[src/rtl/cpu_pkg.sv]
// Shared datapath constants for the 64-bit core: operand width and the
// iterative multiplier's state encoding and counter width.
package cpu_pkg;

  localparam int XLEN      = 64;
  localparam int MUL_CNT_W = 7;

  localparam logic [1:0] ST_IDLE = 2'd0;
  localparam logic [1:0] ST_RUN  = 2'd1;
  localparam logic [1:0] ST_DONE = 2'd2;

endpackage

[src/rtl/adder64.sv]
// Structural 64-bit ripple-carry adder: one full-adder cell per bit.
// Purely combinational; the carry ripples from bit 0 to cout.
module adder64
  import cpu_pkg::*;
(
  input  logic [XLEN-1:0] a,
  input  logic [XLEN-1:0] b,
  input  logic            cin,
  output logic [XLEN-1:0] sum,
  output logic            cout
);

  logic [XLEN:0] carry;

  assign carry[0] = cin;

  for (genvar i = 0; i < XLEN; i++) begin : g_fa
    assign sum[i]     = a[i] ^ b[i] ^ carry[i];
    assign carry[i+1] = (a[i] & b[i]) | (carry[i] & (a[i] ^ b[i]));
  end

  assign cout = carry[XLEN];

endmodule

[src/rtl/mul64_iter.sv]
// Iterative unsigned 64x64->128 shift-add multiplier, one adder64 step per clock.
// 65 cycles from accepted start to the one-cycle done pulse; start is ignored while busy.
module mul64_iter
  import cpu_pkg::*;
#(
  parameter int WIDTH = XLEN,
  parameter int CNT_W = MUL_CNT_W
) (
  input  logic               clk,
  input  logic               rst,
  input  logic               start,
  input  logic [WIDTH-1:0]   a,
  input  logic [WIDTH-1:0]   b,
  output logic               ready,
  output logic               done,
  output logic [2*WIDTH-1:0] product
);

  logic [1:0]         state;
  logic [WIDTH-1:0]   mcand;
  logic [2*WIDTH-1:0] acc;
  logic [CNT_W-1:0]   cnt;

  logic [WIDTH-1:0]   addend;
  logic [WIDTH-1:0]   psum;
  logic               pcarry;

  assign addend = acc[0] ? mcand : '0;

  adder64 u_adder (
    .a    (acc[2*WIDTH-1:WIDTH]),
    .b    (addend),
    .cin  (1'b0),
    .sum  (psum),
    .cout (pcarry)
  );

  always_ff @(posedge clk or posedge rst) begin
    if (rst) begin
      state <= ST_IDLE;
      mcand <= '0;
      acc   <= '0;
      cnt   <= '0;
    end else begin
      case (state)
        ST_IDLE: begin
          if (start) begin
            mcand <= a;
            acc   <= {{WIDTH{1'b0}}, b};
            cnt   <= '0;
            state <= ST_RUN;
          end
        end
        ST_RUN: begin
          // Carry lands in bit 127 after the shift, so nothing is dropped.
          acc <= {pcarry, psum, acc[WIDTH-1:1]};
          cnt <= cnt + CNT_W'(1);
          if (cnt == CNT_W'(WIDTH - 1)) begin
            state <= ST_DONE;
          end
        end
        ST_DONE: begin
          state <= ST_IDLE;
        end
        default: begin
          state <= ST_IDLE;
        end
      endcase
    end
  end

  // Decoded straight from the state register, so no input-to-output path.
  assign ready   = (state == ST_IDLE);
  assign done    = (state == ST_DONE);
  assign product = acc;

endmodule

[config.mk]
export PLATFORM = sky130hd
export DESIGN_NAME = mul64_iter
export DESIGN_NICKNAME = d
export VERILOG_FILES = /design/src/rtl/cpu_pkg.sv /design/src/rtl/adder64.sv /design/src/rtl/mul64_iter.sv
export SDC_FILE = /design/constraint.sdc
export NUM_CORES = 1
export LEC_CHECK = 0
export ABC_AREA = 1
export CORE_AREA = 5 5 137 191
export CTS_CLUSTER_DIAMETER = 60
export DETAILED_ROUTE_END_ITERATION = 8
export DIE_AREA = 0 0 142 196
export PLACE_DENSITY = 0.69
export SYNTH_ARGS = -nofsm -noshare
export SYNTH_HDL_FRONTEND = slang
export SYNTH_SLANG_ARGS = --single-unit
[constraint.sdc]
create_clock -name clk -period 50.1 [get_ports clk]
set_input_delay 5.01 -clock clk [delete_from_list [all_inputs] [get_ports clk]]
set_output_delay 5.01 -clock clk [all_outputs]
set_load 0.005 [all_outputs]
==> run_results.csv, run 1 <==
group,metric,value,unit
logic_synthesis,synth_warnings,0,
logic_synthesis,synthesis.area,9512,µm²
setup_path,end_kind,"register",
timing,skew,11.49,ps
place,detailed_place_hpwl,17700,µm
logic_synthesis,synth_area_leaders,"dfrtp_1 53%, nand2_1 19%, fa_1 13%",
global_routing,grt_pass1_vias,8145,
clocking,cts_tree,"yes",
drt,drt_iter0_markers,398,
logic_synthesis,syn-instance-count,1026,
clocking,clock_latency,490,ps
job,max_cap_violations,0,
timing,whs,478.1,ps
power,power.density,25.00,nW/µm²
timing,slew_violations,0,
outcome,status,"complete, no violations",
logic_synthesis,syn_nets,1222,
logic_synthesis,synth_cell_type_count,20,
timing,tns,0,ps
timing,worst_pin_slew,1115,ps
logic_synthesis,netlist.area_leader.share,52.88,%
place,gp_congestion,0.8343,
floorplanning,die_area,27830,µm²
timing,relSlewSlack,25.55,%
place,port_buffers,260,
floorplanning,num_rows,68,
finish,drive_above_1_share,3.614,%
power,power_frac_comb,4.2,%
setup_path,critPathMaxFanout,21,
setup_path,worstSetupPathType,"register to register",
setup_path,cp_top_family,"adder cells",
power,leakagePower,5.543,nW
finish,layout-area-overhead-vs-synth,36.04,%
logic_synthesis,yosys_register_bits,201,
clocking,ctsRootBufferMaster,"clkbuf_16",
clocking,post_cts_resized,0,
setup_path,slowest_stage,"dfrtp_2",
setup_path,cp.arrival,28540,ps
setup_path,crit_top_cell,"fa_1",
clocking,cts_buffer_depth,3,
setup_path,cp_slowest_stage_delay,600,ps
power,clkPwrFrac,45.6,%
timing,layout_worst_path_cycle_share,56.22,%
timing,setup_viol,0,
setup_path,worstSetupStartpointType,"register",
clocking,htreeDepth,1,
setup_path,crit_buf_inv,3,
floorplanning,core,24330,µm²
clocking,cts.hold.buffers_added,0,
power,power,0.3234,mW
global_routing,grt-ovfl-total,0,
floorplanning,pin_count,261,
global_routing,antenna_found_initial,1,
timing,finalCriticalPeriod,28170,ps
min_path,hold_class,"register to register",
drt,wl_per_cell,15.88,µm
clocking,clock_sinks,201,
drt,drt_wl_total,25240,µm
global_routing,track_usage,18.25,%
setup_path,crit_required,50470,ps
power,seq_power_share,50.2,%
global_routing,grt_pass1_wl,41520,µm
clocking,post_cts_buffers,0,
global_routing,grt_max_degree,149,
power,power_switching,0.06759,mW
power,swShare,20.90,%
power,p_int,0.2558,mW
drt,via_per_inst,4.801,
floorplanning,die_w,142,µm
finish,nets,1456,
floorplanning,initial_core_util,39.09,%
drt,ant_nets,0,
drt,drc,0,
floorplanning,die_h,196,µm
drt,vias,7628,
timing,finalHoldViolCount,0,
timing,rsz0062_at_grt,"false",
timing,max_freq,35.50,MHz
clocking,clk_pin_slew,60,ps
drt,dr.pass1.iters,4,
power,vdd_drop_max,21.32,µV
clocking,numCtsBuffers,21,
logic_synthesis,synth.avg_cell_area,9.271,µm²
logic_synthesis,yosysTopAreaCell,"dfrtp_1",
logic_synthesis,ys_seq_area_share,52.88,%
## power by group through the flow
| stage | Sequential (mW) | Combinational, mW | Clock, mW |
|---|---|---|---|
| after floorplan | 0.165 | 0.00235 | 0 |
| after CTS | 0.162 | 0.0140 | 0.151 |
| after global routing | 0.162 | 0.0149 | 0.158 |
| after detailed placement | 0.165 | 0.0140 | 0 |
| after global placement | 0.165 | 0.0140 | 0 |
| final | 0.162 | 0.0136 | 0.147 |
## area by class of cell
class,count,area [µm²]
flip-flops and latches,201,5031
clock inverters,4,26.28
repair buffers,266,2648
inverters,79,306.5
fillers,2255,11390
diodes,1,2.502
clock buffers,32,616.8
well taps,315,394.1
multi-input cells,691,3915
## state kept, by name (all words and copies together), names as in the netlist
name	flops
cnt	7
mcand	64
product	128
state	2
## cell usage in the layout, fill, tap and decap left out, types with 2 or more instances in the layout
master / count
nand2_1: 479
clkdlybuf4s50_1: 260
dfrtp_1: 200
inv_1: 74
nand3_1: 69
fa_1: 63
o22ai_1: 60
clkbuf_16: 21
clkbuf_1: 6
buf_4: 6
nor2_1: 5
clkbuf_8: 5
inv_2: 3
nand4_1: 3
o21ai_1: 3
o21ai_0: 2
ha_1: 2
clkinv_2: 2
## kinds of logic after synthesis
logic type / Yosys count / synth area share [%]
AOI/OAI and AO/OA: 67 / 4.380
and+or+nand+nor: 559 / 23.15
buffers and inverters: 134 / 6.064
adders and majority gates: 65 / 13.52
DFF: 201 / 52.88
## per-layer routing
metal	vias to the layer above	global-route usage, %	wire [µm]
li1	3655	-	-
met1	3695	21.24	9432
met2	228	32.77	13350
met3	50	3.975	1581
met4	0	6.543	878
met5	-	0	0
## tightest hold or removal path, stage by stage, from the launching register on
cell and delay (ps):
dfrtp_1 340, nand2_1 50, nand2_1 50
## cell usage after synthesis
cell / number
nand2_1: 480
o21ai_2: 1
nand4_1: 3
inv_1: 75
nor2_1: 5
nor2_4: 1
ha_1: 2
nor2_2: 1
fa_1: 63
o22ai_1: 60
nand3_1: 69
inv_2: 4
o21ai_1: 3
o21bai_1: 1
buf_2: 29
buf_4: 10
buf_1: 1
dfrtp_1: 201
o21ai_0: 2
clkbuf_1: 15
## final timing paths
kind	start	endpoint	slack, ps	cells past startpoint
min in group asynchronous	rst	product[1]$_DFFE_PP0P_	5140	2
worst max-delay path	product[0]$_DFFE_PP0P_	product[126]$_DFFE_PP0P_	21930	70
worst min-delay path	mcand[48]$_DFFE_PP0P_	mcand[48]$_DFFE_PP0P_	480	2
worst max register to register	product[0]$_DFFE_PP0P_	product[126]$_DFFE_PP0P_	21930	70
max in group asynchronous	rst	product[76]$_DFFE_PP0P_	43640	3
worst min register to register	mcand[48]$_DFFE_PP0P_	mcand[48]$_DFFE_PP0P_	480	2
## metrics by stage
stage / cell area (µm²) / worst slack (ps) / cells / utilization [%]
finish: 12940 / 21930 / 1589 / 53.18
global route: 12940 / 20730 / 1589 / 53.18
CTS: 12940 / 21680 / 1588 / 53.17
detailed placement: 12290 / 21780 / 1552 / 50.52
global placement: 12290 / 22100 / 1552 / 50.52
floorplan: 9512 / 22690 / 1026 / -
Note: power is estimated with default switching activity, not from simulation.
==> run 2, diff against run 1 <==
==> constraint.sdc (replaced) <==
create_clock -name clk -period 27.4 [get_ports clk]
set_input_delay 2.74 -clock clk [delete_from_list [all_inputs] [get_ports clk]]
set_output_delay 2.74 -clock clk [all_outputs]
set_load 0.005 [all_outputs]
==> run_results.csv, run 2 (synthesis results as in run 1) <==
group,metric,value,unit
outcome,status,"complete, no violations",
clocking,cts_buffer_depth,3,
finish,fin_area,13150,µm²
timing,finalHoldViolCount,0,
timing,relSlewSlack,23.79,%
setup_path,worstSetupStartpointType,"register",
drt,drt_wl_total,25310,µm
drt,drc,0,
global_routing,grt-ovfl-total,0,
timing,whs,476.9,ps
timing,setup_viol,0,
clocking,clock_latency,500,ps
finish,drive_above_1_share,6.333,%
finish,final_cell_count_no_fill,1594,
timing,worst_pin_slew,1143,ps
floorplanning,die_w,142,µm
timing,tns,0,ps
power,power_frac_comb,3.9,%
setup_path,slowest_stage,"fa_1",
place,detailed_place_hpwl,17450,µm
global_routing,grt_pass1_wl,41750,µm
power,p_int,0.5037,mW
clocking,numCtsBuffers,23,
drt,vias,7669,
clocking,clk_pin_slew,60,ps
timing,slew_violations,0,
setup_path,critPathMaxFanout,2,
timing,finalCriticalPeriod,26450,ps
drt,drt_iter0_markers,290,
power,power,0.6341,mW
drt,wl_per_cell,15.88,µm
setup_path,crit_buf_inv,3,
timing,max_freq,37.81,MHz
min_path,hold_class,"register to register",
setup_path,cp.arrival,26840,ps
power,swShare,20.56,%
drt,ant_nets,0,
drt,via_per_inst,4.811,
setup_path,crit_top_cell,"fa_1",
clocking,cts.hold.buffers_added,0,
finish,fillers,2194,
clocking,ctsRootBufferMaster,"clkbuf_16",
setup_path,worst-r2r-setup-slack,950,ps
power,clkPwrFrac,49.3,%
floorplanning,pin_count,261,
finish,layout-area-overhead-vs-synth,38.20,%
place,placed_area,12310,µm²
finish,mostFrequentLayoutCells,"479 x nand2_1, 260 x clkdlybuf4s50_1, 200 x dfrtp_1, 74 x inv_1, 69 x nand3_1",
clocking,cts_tree,"yes",
setup_path,cp_top_family,"adder cells",
finish,layout_commonest_cell,"nand2_1",
place,placed_cells,1554,
setup_path,cp_slowest_stage_delay,440,ps
global_routing,antenna_found_initial,0,
power,power.density,48.24,nW/µm²
timing,layout_worst_path_cycle_share,96.53,%
power,vdd_drop_max,41.84,µV
setup_path,end_kind,"register",
place,port_buffers,260,
job,max_cap_violations,0,
floorplanning,core,24330,µm²
global_routing,grt_pass1_vias,8250,
timing,rsz0062_at_grt,"false",
floorplanning,die_h,196,µm
drt,dr.pass1.iters,6,
setup_path,crit_required,27790,ps
setup_path,worstSetupPathType,"register to register",
finish,nets,1460,
power,leakagePower,5.629,nW
clocking,clock_sinks,201,
finish,largest_reg_flops,128,
floorplanning,die_area,27830,µm²
floorplanning,initial_core_util,39.09,%
global_routing,track_usage,18.26,%
timing,skew,12.43,ps
finish,antennaDiodeCount,0,
power,seq_power_share,46.8,%
floorplanning,num_rows,68,
clocking,htreeDepth,1,
place,gp_congestion,0.8232,
global_routing,grt_max_degree,138,
power,power_switching,0.1304,mW
-- run 2: worst paths after layout --
path                                  startpoint                       end  cells after the start
max                         mcand[0]$_DFFE_PP0P_  product[126]$_DFFE_PP0P_                     70
min                        mcand[20]$_DFFE_PP0P_     mcand[20]$_DFFE_PP0P_                      2
max reg2reg                 mcand[0]$_DFFE_PP0P_  product[126]$_DFFE_PP0P_                     70
min reg2reg                mcand[20]$_DFFE_PP0P_     mcand[20]$_DFFE_PP0P_                      2
max in group asynchronous                    rst    product[3]$_DFFE_PP0P_                      3
min in group asynchronous                    rst    product[1]$_DFFE_PP0P_                      2
-- run 2: repair_timing --
item	4_1_cts	5_1_grt
gates cloned	0	0
endpoints found under the hold margin	0	0
setup buffers	0	0
setup endpoints to repair	4	4
gates resized for setup	13	13
-- run 2: worst min-delay path, cell delays in order, from the launching register on --
cell	delay, ps
dfrtp_1	340
nand2_1	50
nand2_1	50
-- run 2: area by class of cell --
cell class | count | area [µm²] | area share [%]
multi-input combinational | 691 | 3980 | 30.28
tap | 315 | 394.1 | 2.998
clock buffer | 29 | 628.1 | 4.778
inverter | 79 | 306.5 | 2.332
sequential | 201 | 5031 | 38.27
clock inverter | 11 | 142.6 | 1.085
timing repair buffer | 268 | 2663 | 20.26
-- run 2: per-layer routing --
layer	up-vias	global-route usage, %	part of all wire [%]
met5	-	0	0
met4	0	5.903	3.3
met3	49	3.975	6.2
met2	224	32.61	53
met1	3732	21.71	38
li1	3664	-	-
-- run 2: power by group through the flow --
stage                     registers (mW)  logic (mW)  clock network (mW)
after floorplan                    0.302     0.00429                   0
after CTS                          0.297      0.0256               0.321
final                              0.297      0.0249               0.312
after detailed placement           0.302      0.0255                   0
after global routing               0.297      0.0272               0.333
after global placement             0.302      0.0254                   0
-- run 2: per-stage QoR --
stage | setup slack [ps] | utilization (%)
global placement | -295.1 | 50.59
floorplan | 65.22 | -
detailed placement | -636.2 | 50.59
CTS | 19.87 | 53.89
global route | 65.69 | 54.02
finish | 950.0 | 54.02
==> run 3, diff against run 2 <==
--- a/config.mk
+++ b/config.mk
@@ -6,11 +6,12 @@
 export NUM_CORES = 1
 export LEC_CHECK = 0
 export ABC_AREA = 1
-export CORE_AREA = 5 5 137 191
+export CORE_AREA = 5 5 225 118
 export CTS_CLUSTER_DIAMETER = 60
 export DETAILED_ROUTE_END_ITERATION = 8
-export DIE_AREA = 0 0 142 196
-export PLACE_DENSITY = 0.69
+export DIE_AREA = 0 0 230 123
+export GPL_ROUTABILITY_DRIVEN = 1
+export PLACE_DENSITY = 0.68
 export SYNTH_ARGS = -nofsm -noshare
 export SYNTH_HDL_FRONTEND = slang
 export SYNTH_SLANG_ARGS = --single-unit
==> run_results.csv, run 3 (synthesis results as in run 1) <==
group,metric,value,unit
outcome,status,"complete, no violations",
place,gp_congestion,0.8145,
setup_path,crit_required,27790,ps
min_path,hp-start,"mcand[0]$_DFFE_PP0P_",
clocking,cts.hold.buffers_added,0,
global_routing,grt_pass1_vias,7956,
global_routing,grt-ovfl-total,0,
setup_path,reg2reg_depth,70,
drt,ant_nets,0,
place,pre_cts_ws,-690.9,ps
clocking,clock_sinks,201,
floorplanning,num_rows,41,
place,placed_area,12330,µm²
timing,worst_pin_slew,1185,ps
timing,layout_worst_path_cycle_share,96.57,%
global_routing,grt_max_degree,124,
timing,setup_viol,0,
floorplanning,die_area,28290,µm²
drt,drt_iter0_markers,466,
setup_path,worst-r2r-setup-slack,940,ps
min_path,hold_end,"mcand[0]$_DFFE_PP0P_",
drt,dr.pass1.iters,5,
clocking,post_cts_buffers,0,
timing,whs,477.7,ps
setup_path,critPathMaxFanout,2,
setup_path,r2r_start,"product[0]$_DFFE_PP0P_",
timing,tns,0,ps
setup_path,cp.arrival,26850,ps
job,max_cap_violations,0,
global_routing,track_usage,19.25,%
clocking,cts_buffer_depth,3,
clocking,cts_tree,"yes",
timing,finalHoldViolCount,0,
min_path,hold_class,"register to register",
place,placed_cells,1562,
clocking,clk_pin_slew,70,ps
setup_path,slowest_stage,"fa_1",
timing,relSlewSlack,20.86,%
drt,drc,0,
finish,antennaDiodeCount,0,
drt,via_per_inst,4.797,
finish,layout_commonest_cell,"nand2_1",
setup_path,end_kind,"register",
min_path,min_path_cells,2,
timing,finalCriticalPeriod,26460,ps
finish,final_cell_count_no_fill,1595,
setup_path,crit_top_cell,"fa_1",
finish,layout-area-overhead-vs-synth,37.03,%
floorplanning,die_h,123,µm
finish,fin_util,53.15,%
finish,drive_above_1_share,5.734,%
power,leakagePower,5.578,nW
power,power.density,46.02,nW/µm²
timing,max_freq,37.79,MHz
drt,wl_per_cell,17.17,µm
drt,vias,7651,
finish,fin_area,13030,µm²
power,power,0.5998,mW
floorplanning,initial_core_util,38.79,%
floorplanning,die_w,230,µm
power,vdd_drop_max,31.02,µV
drt,drt_wl_total,27380,µm
setup_path,worstSetupPathType,"register to register",
timing,slew_violations,0,
finish,largest_reg_flops,128,
clocking,ctsRootBufferMaster,"clkbuf_16",
finish,nets,1458,
floorplanning,pin_count,261,
setup_path,cp_slowest_stage_delay,440,ps
timing,rsz0062_at_grt,"false",
clocking,numCtsBuffers,20,
global_routing,antenna_found_initial,1,
global_routing,grt_pass1_wl,44010,µm
place,detailed_place_hpwl,18550,µm
finish,mostFrequentLayoutCells,"479 x nand2_1, 260 x clkdlybuf4s50_1, 200 x dfrtp_1, 74 x inv_1, 69 x nand3_1",
timing,skew,18.65,ps
clocking,htreeDepth,1,
clocking,clock_latency,510,ps
timing,setup_ws,940.2,ps
setup_path,reg2reg_to,"product[126]$_DFFE_PP0P_",
floorplanning,core,24520,µm²
setup_path,worstSetupStartpointType,"register",
place,port_buffers,260,
==> run 3: critical path: cells and delay by family (launching register included) <==
family                     cells  cell delay, ps
adders and majority gates     64           25560
buffers and inverters          3             200
DFF                            1             360
and+or+nand+nor                3             190
==> run 3: area by class of cell <==
cell class,instances,area [µm²]
inverter,79,306.5
clock inverter,5,90.09
sequential,201,5031
multi-input combinational,691,3983
timing repair buffer,269,2670
clock buffer,28,550.5
tap,322,402.9
fill,2207,11490
==> run 3: what timing repair did <==
item / 4_1_cts / 5_1_grt
hold endpoints to repair: 0 / 0
setup endpoints to repair: 4 / 4
resized for setup: 14 / 13
==> run 3: how the worst max path moves through the flow <==
stage	slack [ps]	startpoint	endpoint	cells past startpoint
global placement	-390	mcand[0]$_DFFE_PP0P_	product[126]$_DFFE_PP0P_	70
global route	40	product[0]$_DFFE_PP0P_	product[126]$_DFFE_PP0P_	70
CTS	40	product[0]$_DFFE_PP0P_	product[126]$_DFFE_PP0P_	70
detailed placement	-690	product[0]$_DFFE_PP0P_	product[126]$_DFFE_PP0P_	70
floorplan	70	product[0]$_DFFE_PP0P_	product[126]$_DFFE_PP0P_	71
finish	940	product[0]$_DFFE_PP0P_	product[126]$_DFFE_PP0P_	70
==> run 3: routing by layer <==
metal,track usage [%],wire length (µm),part of all wire [%]
met5,0,7,0.026
met4,2.947,361,1.3
met3,4.979,1786,6.5
met2,27.50,11810,43
met1,30.10,13420,49
==> run 3: report_power, final <==
group	leakage, nW	switching (mW)	internal (mW)
Sequential	2.39	0	0.297
Clock	0.311	0.119	0.160
Combinational	2.87	0.00860	0.0162
Total	5.58	0.127	0.472
